==> config.mk <==
export PLATFORM = sky130hd
export DESIGN_NAME = idli_nibble_ser_m_flat
export DESIGN_NICKNAME = d
export VERILOG_FILES = /design/src/rtl/idli_nibble_ser_m_if.sv /design/src/rtl/idli_nibble_ser_m.sv /design/src/flat_wrapper.sv
export SDC_FILE = /design/constraint.sdc
export NUM_CORES = 1
export LEC_CHECK = 0
export BUFFER_PORTS_ARGS = -buffer_cell sky130_fd_sc_hd__buf_4
export CORE_MARGIN = 4
export CORE_UTILIZATION = 50
export CTS_CLUSTER_DIAMETER = 150
export DETAILED_ROUTE_END_ITERATION = 8
export GPL_TIMING_DRIVEN = 0
export PLACE_DENSITY = 0.8
export RECOVER_POWER = 50
export SYNTH_ARGS = -nofsm -noshare
export SYNTH_HDL_FRONTEND = slang
export SYNTH_SLANG_ARGS = --single-unit
==> constraint.sdc <==
create_clock -name i_ser_gck -period 1.5 [get_ports i_ser_gck]
set_input_delay 0.075 -clock i_ser_gck [delete_from_list [all_inputs] [get_ports i_ser_gck]]
set_output_delay 0.075 -clock i_ser_gck [all_outputs]
set_load 0.01 [all_outputs]
==> src/rtl/idli_nibble_ser_m_if.sv <==
// Word-in / nibble-out link between an instruction source and idli_nibble_ser_m.
// master drives the word handshake and stall; slave is the serializer.
interface idli_nibble_ser_m_if #(
  parameter int unsigned WORD_W = 16,
  parameter int unsigned NIB_W  = 4
);
  logic [WORD_W-1:0] i_ser_word;
  logic              i_ser_word_vld;
  logic              o_ser_word_rdy;
  logic              i_ser_stall;
  logic [NIB_W-1:0]  o_ser_nib;
  logic              o_ser_nib_vld;
  logic              o_ser_sop;
  logic              o_ser_idle;

  modport master (
    output i_ser_word, i_ser_word_vld, i_ser_stall,
    input  o_ser_word_rdy, o_ser_nib, o_ser_nib_vld, o_ser_sop, o_ser_idle
  );

  modport slave (
    input  i_ser_word, i_ser_word_vld, i_ser_stall,
    output o_ser_word_rdy, o_ser_nib, o_ser_nib_vld, o_ser_sop, o_ser_idle
  );
endinterface

==> src/rtl/idli_nibble_ser_m.sv <==
// Nibble-serial instruction transmitter: accepts a word, streams it LS nibble first.
// Define IDLI_SER_PARITY_EN to append an even-parity beat after each word.
module idli_nibble_ser_m #(
  parameter int unsigned WORD_W = 16,
  parameter int unsigned NIB_W  = 4
) (
  input  logic               i_ser_gck,
  input  logic               i_ser_rst,
  idli_nibble_ser_m_if.slave ser
);
  localparam int unsigned BEATS = WORD_W / NIB_W;
`ifdef IDLI_SER_PARITY_EN
  localparam int unsigned TOTAL = BEATS + 1;
`else
  localparam int unsigned TOTAL = BEATS;
`endif
  localparam int unsigned CNT_W = (TOTAL > 1) ? $clog2(TOTAL) : 1;

  typedef enum logic {IDLE, SEND} state_t;

  state_t            state;
  logic [WORD_W-1:0] cur_sh;
  logic [WORD_W-1:0] pend_word;
  logic              pend_vld;
  logic [CNT_W-1:0]  cnt;
  logic [NIB_W-1:0]  nib_q;
  logic              nib_vld_q;
  logic              sop_q;
`ifdef IDLI_SER_PARITY_EN
  logic              cur_par;
`endif

  logic              accept;
  logic              last_beat;
  logic [WORD_W-1:0] load_word;
  logic [NIB_W-1:0]  next_nib;

  assign ser.o_ser_word_rdy = !pend_vld;
  assign ser.o_ser_idle     = (state == IDLE) && !pend_vld;
  assign ser.o_ser_nib      = nib_q;
  assign ser.o_ser_nib_vld  = nib_vld_q;
  assign ser.o_ser_sop      = sop_q;

  assign accept    = ser.i_ser_word_vld && !pend_vld;
  assign last_beat = (cnt == CNT_W'(TOTAL - 1));
  // Pending is always empty in IDLE, so one mux serves both load paths.
  assign load_word = pend_vld ? pend_word : ser.i_ser_word;

`ifdef IDLI_SER_PARITY_EN
  assign next_nib = (cnt == CNT_W'(BEATS - 1)) ? {{(NIB_W-1){1'b0}}, cur_par}
                                               : cur_sh[NIB_W-1:0];
`else
  assign next_nib = cur_sh[NIB_W-1:0];
`endif

  always_ff @(posedge i_ser_gck) begin
    if (i_ser_rst) begin
      state     <= IDLE;
      cur_sh    <= '0;
      pend_word <= '0;
      pend_vld  <= 1'b0;
      cnt       <= '0;
      nib_q     <= '0;
      nib_vld_q <= 1'b0;
      sop_q     <= 1'b0;
`ifdef IDLI_SER_PARITY_EN
      cur_par   <= 1'b0;
`endif
    end else begin
      case (state)
        IDLE: begin
          if (accept) begin
            state     <= SEND;
            cnt       <= '0;
            nib_q     <= load_word[NIB_W-1:0];
            cur_sh    <= load_word >> NIB_W;
            nib_vld_q <= 1'b1;
            sop_q     <= 1'b1;
`ifdef IDLI_SER_PARITY_EN
            cur_par   <= ^load_word;
`endif
          end
        end
        SEND: begin
          if (!ser.i_ser_stall && last_beat) begin
            // Word finished: hand off pending, take a fresh word, or go idle.
            if (pend_vld || accept) begin
              cnt       <= '0;
              nib_q     <= load_word[NIB_W-1:0];
              cur_sh    <= load_word >> NIB_W;
              nib_vld_q <= 1'b1;
              sop_q     <= 1'b1;
              pend_vld  <= 1'b0;
`ifdef IDLI_SER_PARITY_EN
              cur_par   <= ^load_word;
`endif
            end else begin
              state     <= IDLE;
              nib_vld_q <= 1'b0;
              sop_q     <= 1'b0;
            end
          end else begin
            if (!ser.i_ser_stall) begin
              cnt    <= cnt + CNT_W'(1);
              nib_q  <= next_nib;
              cur_sh <= cur_sh >> NIB_W;
              sop_q  <= 1'b0;
            end
            if (accept) begin
              pend_word <= ser.i_ser_word;
              pend_vld  <= 1'b1;
            end
          end
        end
        default: state <= IDLE;
      endcase
    end
  end
endmodule
==> src/flat_wrapper.sv <==
// flat-port wrapper written by rule: the top's interface ports become plain ports
module idli_nibble_ser_m_flat 
#(
  parameter int unsigned WORD_W = 16,
  parameter int unsigned NIB_W  = 4
)
  (i_ser_gck, i_ser_rst, ser_i_ser_word, ser_i_ser_word_vld, ser_i_ser_stall, ser_o_ser_word_rdy, ser_o_ser_nib, ser_o_ser_nib_vld, ser_o_ser_sop, ser_o_ser_idle);
  idli_nibble_ser_m_if #(.WORD_W(WORD_W), .NIB_W(NIB_W)) ser_i ();
  input  logic i_ser_gck;
  input  logic i_ser_rst;
  input wire logic [$bits(ser_i.i_ser_word)-1:0] ser_i_ser_word;
  input wire logic [$bits(ser_i.i_ser_word_vld)-1:0] ser_i_ser_word_vld;
  input wire logic [$bits(ser_i.i_ser_stall)-1:0] ser_i_ser_stall;
  output wire logic [$bits(ser_i.o_ser_word_rdy)-1:0] ser_o_ser_word_rdy;
  output wire logic [$bits(ser_i.o_ser_nib)-1:0] ser_o_ser_nib;
  output wire logic [$bits(ser_i.o_ser_nib_vld)-1:0] ser_o_ser_nib_vld;
  output wire logic [$bits(ser_i.o_ser_sop)-1:0] ser_o_ser_sop;
  output wire logic [$bits(ser_i.o_ser_idle)-1:0] ser_o_ser_idle;
  assign ser_i.i_ser_word = ser_i_ser_word;
  assign ser_i.i_ser_word_vld = ser_i_ser_word_vld;
  assign ser_i.i_ser_stall = ser_i_ser_stall;
  assign ser_o_ser_word_rdy = ser_i.o_ser_word_rdy;
  assign ser_o_ser_nib = ser_i.o_ser_nib;
  assign ser_o_ser_nib_vld = ser_i.o_ser_nib_vld;
  assign ser_o_ser_sop = ser_i.o_ser_sop;
  assign ser_o_ser_idle = ser_i.o_ser_idle;
  idli_nibble_ser_m #(.WORD_W(WORD_W), .NIB_W(NIB_W)) u_core (.i_ser_gck(i_ser_gck), .i_ser_rst(i_ser_rst), .ser(ser_i));
endmodule
* Yosys cells after proc, flatten, opt, wreduce, memory -nomap -nowiden
Cells that the tools add are included.
** Storage, ports and cells
- Flip-flop bits (word level) :: 42
- Latch bits :: 0
- Memory bits (writable) :: 0
- ROM bits :: 0
- Input port bits :: 20
- Output and inout bits :: 8
- Logic and storage cells :: 57
- Memories :: 0
** Operators by class
- Add/sub/neg operators :: 1
- Multiply operators :: 0
- Divide/modulo/power cells :: 0
- Order comparisons :: 0
- Equality and inequality tests :: 6
- Shifts and indexed selects :: 0
- Multiplexer cells :: 28
- Bitwise operators :: 2
- Reduce and logical (&&, ||, !) cells :: 12
** Operator list (number)
- $mux W16 :: 5
- $pmux W16 S2 :: 1
- $mux W4 :: 4
- $mux W1 :: 9
- $reduce_and A3 Y1 :: 3
- $mux W2 :: 4
- $pmux W4 S2 :: 1
- $ne A3 B3 Y1 const B :: 2
- $pmux W1 S2 :: 3
- $ne A2 B2 Y1 const B :: 2
- $pmux W2 S2 :: 1
- $reduce_and A2 Y1 :: 2
- $logic_and A1 B1 Y1 :: 3
- $add A2 B1 Y2 const B :: 1
- $eq A2 B2 Y1 const B :: 1
- $logic_not A1 Y1 :: 2
- $ne A2 B1 Y1 const B :: 1
- $not A1 Y1 :: 2
- $reduce_bool A2 Y1 :: 1
- $logic_or A1 B1 Y1 :: 1

* Depth between registers and ports, before layout
Gate-level depths: netlist of the first run.
- Depth after elaboration :: 6
- Depth in mapped cells :: 7
- Mapped depth without buffers :: 5

* Worst setup path before layout of the first run
Ideal clock, no wire load.
- Kind :: register to register
- From :: reg u_core.cnt[0]
- To :: reg u_core.cur_sh[1]
- Setup time :: 0.131 ns
- Data arrival time :: 1.358 ns
- Data required time :: 1.369 ns
- Setup slack :: 0.010 ns
- Cell stages (with the launch flop) :: 6
- Buffers on the path :: 1
- Period minus slack after synthesis :: 1.490 ns
- Path through :: dfxtp_1 ha_1 or3b_4 o211ai_4 buf_2 o41ai_1
** On the way
- Cells in the longest elaborated chain, start to end :: 4
- Elaborated cells between the ends (all ways) :: 7
- Classes of those cells :: eq/ne: 3; mux: 2; reduce/logical: 2
** RTL lines
- from (decl) :: line idli_nibble_ser_m.sv:25 : logic [CNT_W-1:0] cnt;
- from (signal assigned) :: line idli_nibble_ser_m.sv:104 : cnt <= cnt + CNT_W'(1);
- $eq A2 B2 Y1 (*) :: line idli_nibble_ser_m.sv:45 : assign last_beat = (cnt == CNT_W'(TOTAL - 1));
- $logic_and A1 B1 Y1 (*) :: line idli_nibble_ser_m.sv:85 : if (!ser.i_ser_stall && last_beat) begin
- $ne A3 B3 Y1 (no source line) or $mux W16 (tied branches)
- $reduce_and A3 Y1 (no source line) or $pmux W16 S2 (tied branches)
- to (signal assigned) :: line idli_nibble_ser_m.sv:76 : cur_sh <= load_word >> NIB_W;
- to (signal assigned) :: line idli_nibble_ser_m.sv:90 : cur_sh <= load_word >> NIB_W;
- to (signal assigned) :: line idli_nibble_ser_m.sv:106 : cur_sh <= cur_sh >> NIB_W;
- to (decl) :: line idli_nibble_ser_m.sv:22 : logic [WORD_W-1:0] cur_sh;
Mark *: on every way between the ends. The rest lies on a longest branch, timed or not.
A chain may end at the register's enable or synchronous reset.

* Final worst setup path of the first run
- From :: reg u_core.cnt[0]
- To :: reg u_core.cur_sh[11]
Same word-level chain as after synthesis.

==> impl_results.md, run 1 <==
* Status: finished, violations left
* Failing checks: negative setup slack
* Worst r2r dst: u_core.cur_sh[11]
* Period minus WS final at 1.62 ns
* Clk_lat worst skew at 0.35 ns
* Vias/cell at approximately 5.7
* DPL Wire Length at ~3000 um
* Seq/Total Area, Yosys at 0.424
* EDFF count, synth at 0
* DRC at 0
* Initial antenna violation count at 0
* Final Hold Viols at 0
* CP startpoint kind: flop
* Global Route Usage Sum at 0.228
* Seq pwr share at 0.465
* Psw at 0.000728 W
* Die H at 67.9 um
* Cts bufs inserted at 5
* Final Wtd Congestion at between 0.8 and 0.9
* Origin of the critical flop-to-flop path: u_core.cnt[0]
* Via count at around 1700
* Synth-to-layout area growth at 45.4%
* Final WS setup at -0.117 ns
* Antenna Cells at 0
* CP Capture Type: flop
* Critical Path RT at 1.77 ns
* Final net count at approximately 270
* First-pass GRT wire length at 7750 um
* Routed length per instance at 17.7 um
* Fin crit share at 1.08
* Core Box Area at between 3000 and 4000 um2
* Filler cell count at 194
* Max cap viols at 0
* Largest net degree at the start of global routing at 12
* Combinational fraction of design power at 0.262
* CP cell instances: ha_4 -> or3b_4 -> o211ai_4 -> buf_6 -> nand2_1 -> a21oi_1
* Slowest stage delay, CP at 0.42 ns
* Slew Limit Fails at 0
* Slowest cell on crit path: or3b_4
* WP data arrival at roughly 1.9 ns
* Worst VDD drop at 0.775 mV
* Most frequent cells after synthesis: 38 x dfxtp_1, 34 x nor2_1, 20 x mux2i_1, 13 x a211oi_1, 13 x nand3b_1
* Clk buf depth at 2
* Final Util at 0.770
* Clock sinks at 38
* Die X at approximately 68 um
* Avg Inst Size Synth at 9.35 um2
* Worst hold path type: input port to flop
* Slew margin rel. at 0.555
* Non-Filler Instances at a little under 300
* Synth warn at 0
* Hold depth at 3
* FMAX at roughly 0.62 GHz
* Int Power at 0.00172 W
* Mapped cell area at 1800 um2
* Final setup vio count at 18
* Total Die Area at ~4600 um2
* IO Pins at 28
* Synth Flop Type: dfxtp_1
* Row count at 21
* Yosys cell types at 27
* Synth top area share at 0.424
* Crit path max fanout at 5
* DRT antenna net count at 0
* Worst-margin pin slew at 0.668 ns
* DRT iter0 DRCs at 151
* Pwr dens at 936 nW/um2
* DP Cell Count at between 200 and 300
* Post-synthesis cell count at 192
* Unrepaired setup endpoints after global routing: true
* Share of total power in the clock network at 0.274
* Syn nets at approximately 210
* Most common cell in the netlist: dfxtp_1
* Largest area contributor in the netlist: dfxtp_1
* Worst R2R Path Depth at 6
* Critical Setup Path Class: flop to flop
* Hold Path End: u_core.pend_vld
* Skew final at 0.00575 ns
* Asr flop ratio synth at 0
* #FFs+latches synth at 38
* Clock transition at path regs at 0.12 ns
* Synth area leaders: dfxtp_1 42%, mux2i_1 11%, nor2_1 7.1%, o41ai_1 5.9%, a211oi_1 5.4%
* Area after DPL at 2060 um2
* CTS tree: done
* First drt pass iteration count at 4
* Starting Density at 0.530
* Hold path start: ser_i_ser_word_vld
* Register-to-register setup slack at -0.12 ns
* Leak Pwr at ~1.1 nW
* Congestion Overflow GR at 0
* Final Instance Area at approximately 2600 um2
* Sw Ratio at 0.298
* CTS root buffer: clkbuf_4
* Port bufs at 27
* Number of global-route vias before repair at 1541
* WL final at approximately 5300 um
* Share of layout cells above drive strength 1 at 0.315
* H-Tree Depth at 2
[sequential cells by signal, indices dropped and copies added, names as in the netlist]
signal,flops
u_core.pend_word,16
u_core.cur_sh,12
u_core.ser.o_ser_nib,4
u_core.cnt,2
u_core.pend_vld,1
u_core.ser.o_ser_nib_vld,1
u_core.ser.o_ser_sop,1
u_core.state,1
[layout by cell type (no fill, tap or decap), types with 5 or more instances in the layout]
cell type / Yosys / routed
o41ai_1: 12 / 6
nor2_1: 34 / 34
nand3b_1: 13 / 13
buf_4: 4 / 26
mux2i_1: 20 / 20
o41ai_2: 0 / 6
clkbuf_1: 6 / 11
a211oi_4: 0 / 6
dlygate4sd3_1: 0 / 17
dfxtp_1: 38 / 36
clkbuf_4: 0 / 6
buf_6: 3 / 7
a211oi_1: 13 / 5
nor2b_1: 12 / 12
[layer usage]
layer	vias up	GRT usage	wire (um)	part of all wire
li1	799	-	-	-
met1	818	0.292	2180	0.41
met2	61	0.366	2650	0.50
met3	13	0.0493	276	0.053
met4	0	0.102	146	0.028
met5	-	0	0	0
[worst max-delay path, delay by kind of cell (launching register included)]
kind	cells	cell delay (ns)
AOI/OAI and AO/OA	2	0.31
adders and majority gates	1	0.17
buffers and inverters	1	0.18
DFF	1	0.37
and+or+nand+nor	2	0.51
[layout make-up]
cell class | instances | area [um2] | area share
inverters | 1 | 3.75 | 0.00144
well taps | 46 | 57.6 | 0.0220
repair buffers | 51 | 428 | 0.164
multi-input cells | 137 | 1130 | 0.433
flip-flops and latches | 38 | 763 | 0.292
plain buffers | 16 | 150 | 0.0575
clock buffers | 8 | 78.8 | 0.0302
[power groups by stage]
stage | combinational (W) | sequential [W] | clock (W)
floorplan | 0.000295 | 0.00115 | 0
global placement | 0.000448 | 0.00114 | 0
detailed placement | 0.000455 | 0.00115 | 0
CTS | 0.000543 | 0.00113 | 0.000660
global route | 0.000687 | 0.00114 | 0.000711
finish | 0.000639 | 0.00114 | 0.000669
[worst max-delay path by stage]
| stage | startpoint | end | slack (ns) | depth (start not counted) |
|---|---|---|---|---|
| detailed placement | u_core.cnt[0] | u_core.ser.o_ser_nib[0] | -0.30 | 7 |
| floorplan | u_core.cnt[0] | u_core.cur_sh[1] | 0.01 | 5 |
| CTS | u_core.cnt[1] | u_core.ser.o_ser_nib[1] | -0.01 | 7 |
| global placement | u_core.cnt[0] | u_core.ser.o_ser_nib[0] | -0.28 | 7 |
| finish | u_core.cnt[0] | u_core.cur_sh[11] | -0.12 | 6 |
| global route | u_core.cnt[0] | u_core.cur_sh[11] | -0.15 | 6 |
[repair_timing]
| item | 4_1_cts | 5_1_grt |
|---|---|---|
| hold endpoints to repair | 18 | 0 |
| gates resized for setup | 26 | 31 |
| hold buffers | 17 | 0 |
| cloned | 0 | 4 |
| pin swaps | 7 | 10 |
| buffers inserted | 2 | 2 |
| endpoints found under the setup margin | 33 | 30 |
[metrics by stage]
stage | setup slack, ns | total power [W] | hold slack, ns | setup TNS (ns)
CTS | -0.0147 | 0.00233 | 0.0477 | -0.0729
finish | -0.117 | 0.00244 | 0.112 | -0.901
floorplan | 0.0105 | 0.00144 | 0.177 | 0
detailed placement | -0.304 | 0.00160 | 0.309 | -4.59
global route | -0.151 | 0.00254 | 0.130 | -1.75
global placement | -0.277 | 0.00159 | 0.304 | -3.02
[logic make-up after synthesis]
family          count (synthesis)  share of synthesized area
compound gates                 37                      0.160
fa+ha+maj                       1                    0.00697
buf+inv                        18                     0.0613
flops                          38                      0.424
mux                            20                      0.111
simple gates                   78                      0.236
No activity file was read; power rests on OpenSTA's default activity.
==> inputs of run 2 (changes only) <==
Settings changed: CTS_CLUSTER_DIAMETER 150 to 80, GPL_TIMING_DRIVEN 0 to default.
==> impl_results.md, run 2 (synthesis gave the netlist of run 1 again) <==
* Status: finished, violations left
* Failing checks: negative setup slack
* Critical Setup Path Class: flop to flop
* Clock sinks at 38 (unchanged)
* Max cap viols at 0 (unchanged)
* DRC at 0 (unchanged)
* Synth-to-layout area growth at 33.0%
* Largest Register: u_core.pend_word
* Skew final at 0.0117 ns (+0.00596 ns)
* Final net count at 265 (-2.2%)
* Worst VDD drop at 0.663 mV (-14%)
* Final Instance Area at 2390 um2 (-8.6%)
* Slew Limit Fails at 0 (unchanged)
* Slew margin rel. at 0.681 (+0.126)
* Global Route Usage Sum at 0.197 (-0.0313)
* Worst hold path type: input port to flop
* H-Tree Depth at 2 (unchanged)
* DRT iter0 DRCs at 79 (-48%)
* Largest register FFs at 16 (unchanged)
* Clock transition at path regs at 0.12 ns (about the same)
* Leak Pwr at 1.04 nW (-7.5%)
* Final Wtd Congestion at 0.820 (+0.44%)
* DRT antenna net count at 0 (unchanged)
* Routed length per instance at 14.6 um (-18%)
* Critical Path RT at 1.74 ns (-0.03 ns)
* Clk_lat worst skew at 0.34 ns (about the same)
* Worst-margin pin slew at 0.479 ns (-0.189 ns)
* Final Hold Viols at 0 (unchanged)
* Share of layout cells above drive strength 1 at 0.257 (-0.0576)
* Crit path max fanout at 8 (+3)
* Most frequent cells in the layout: 35 x dfxtp_1, 34 x nor2_1, 33 x buf_4, 20 x mux2i_1, 16 x dlygate4sd3_1
* Final WS setup at -0.0669 ns (+0.0503 ns)
* Via count at 1593 (-5.8%)
* Core Box Area at 3390 um2 (unchanged)
* Die H at 67.9 um (unchanged)
* DP Cell Count at 260 (-1.9%)
* Most common cell after layout, fill and taps aside: dfxtp_1
* Row count at 21 (unchanged)
* WP data arrival at 1.81 ns (-0.08 ns)
* IO Pins at 28 (unchanged)
* DPL Wire Length at 2500 um (-15%)
* Final setup vio count at 14 (-4)
* Pre-CTS setup slack at -0.0741 ns (+0.229 ns)
* Number of global-route vias before repair at 1444 (-6.3%)
* Final Util at 0.704 (-0.0661)
* CP startpoint kind: flop
* Port bufs at 27 (unchanged)
* WL final at 4240 um (-19%)
* Area after DPL at 2050 um2 (-0.18%)
* Cts bufs inserted at 5 (unchanged)
* Unrepaired setup endpoints after global routing: true
* Fin crit share at 1.04 (-0.0336)
* CTS tree: done
* Antenna Cells at 0 (unchanged)
* FMAX at 0.638 GHz (+3.2%)
* Clk buf depth at 2 (unchanged)
* Period minus WS final at 1.57 ns (-0.0503 ns)
* Non-Filler Instances at 291 (-2.0%)
* Largest net degree at the start of global routing at 51 (+39)
* Pwr dens at 926 nW/um2 (-1.0%)
* Total Die Area at 4610 um2 (unchanged)
* Initial antenna violation count at 0 (unchanged)
* Die X at 67.9 um (unchanged)
* CP Capture Type: flop
* First drt pass iteration count at 4 (unchanged)
* First-pass GRT wire length at 6870 um (-11%)
* Congestion Overflow GR at 0 (unchanged)
* CTS root buffer: clkbuf_4
* Vias/cell at 5.47 (-3.9%)
* Starting Density at 0.530 (unchanged)
==> run 2: metrics by stage <==
step	power, W	setup TNS [ns]	hold WS [ns]
after CTS	0.00221	-0.109	0.00882
after global routing	0.00232	-1.59	0.0315
after floorplan	0.00144	0	0.177
after detailed placement	0.00159	-0.751	0.324
after global placement	0.00158	-0.0701	0.312
final	0.00221	-0.424	0.00929
==> run 2: worst max-delay path: stages, from the launching register on <==
cell      delay [ns]
dfxtp_2         0.37
ha_4            0.14
or3b_4          0.41
o211ai_4        0.19
buf_6           0.19
nand3b_1        0.10
o41ai_2         0.06
==> run 2: power by group <==
group	switching (W)	leakage [nW]	internal, W
clock	0.000331	0.0353	0.000228
combinational	0.000255	0.689	0.000261
sequential	0.0000514	0.312	0.00109
total	0.000638	1.04	0.00157
==> run 2: timing repair <==
| item | in CTS | in global routing |
|---|---|---|
| pin swaps | 2 | 4 |
| setup endpoints to repair | 16 | 16 |
| buffers inserted | 3 | 1 |
| hold buffers | 16 | 0 |
| cloned | 3 | 0 |
| gates resized for setup | 14 | 4 |
| hold endpoints to repair | 16 | 0 |
==> run 2: cell type report <==
cell class / instances / area (um2)
Sequential cell: 38 / 764
Multi-Input combinational cell: 138 / 1010
Timing Repair Buffer: 60 / 495
Inverter: 1 / 3.75
Clock inverter: 1 / 5.00
Tap cell: 46 / 57.6
Clock buffer: 7 / 55.1
Fill cell: 261 / 1000
==> run 2: worst paths after layout <==
path / from / to / slack, ns / depth (start not counted)
min: ser_i_ser_word_vld / u_core.pend_vld / 0.009 / 3
max: u_core.cnt[0] / u_core.cur_sh[0] / -0.07 / 6
min reg2reg: u_core.cur_sh[9] / u_core.cur_sh[9] / 0.46 / 2
max reg2reg: u_core.cnt[0] / u_core.cur_sh[0] / -0.07 / 6
==> run 2: routing by layer <==
metal / vias to the layer above / routed length (um) / part of all wire / global-route usage
li1: 794 / - / - / -
met1: 755 / 2000 / 0.47 / 0.271
met2: 36 / 2040 / 0.48 / 0.313
met3: 8 / 129 / 0.030 / 0.0296
met4: 0 / 70 / 0.017 / 0.0670
met5: - / 0 / 0 / 0
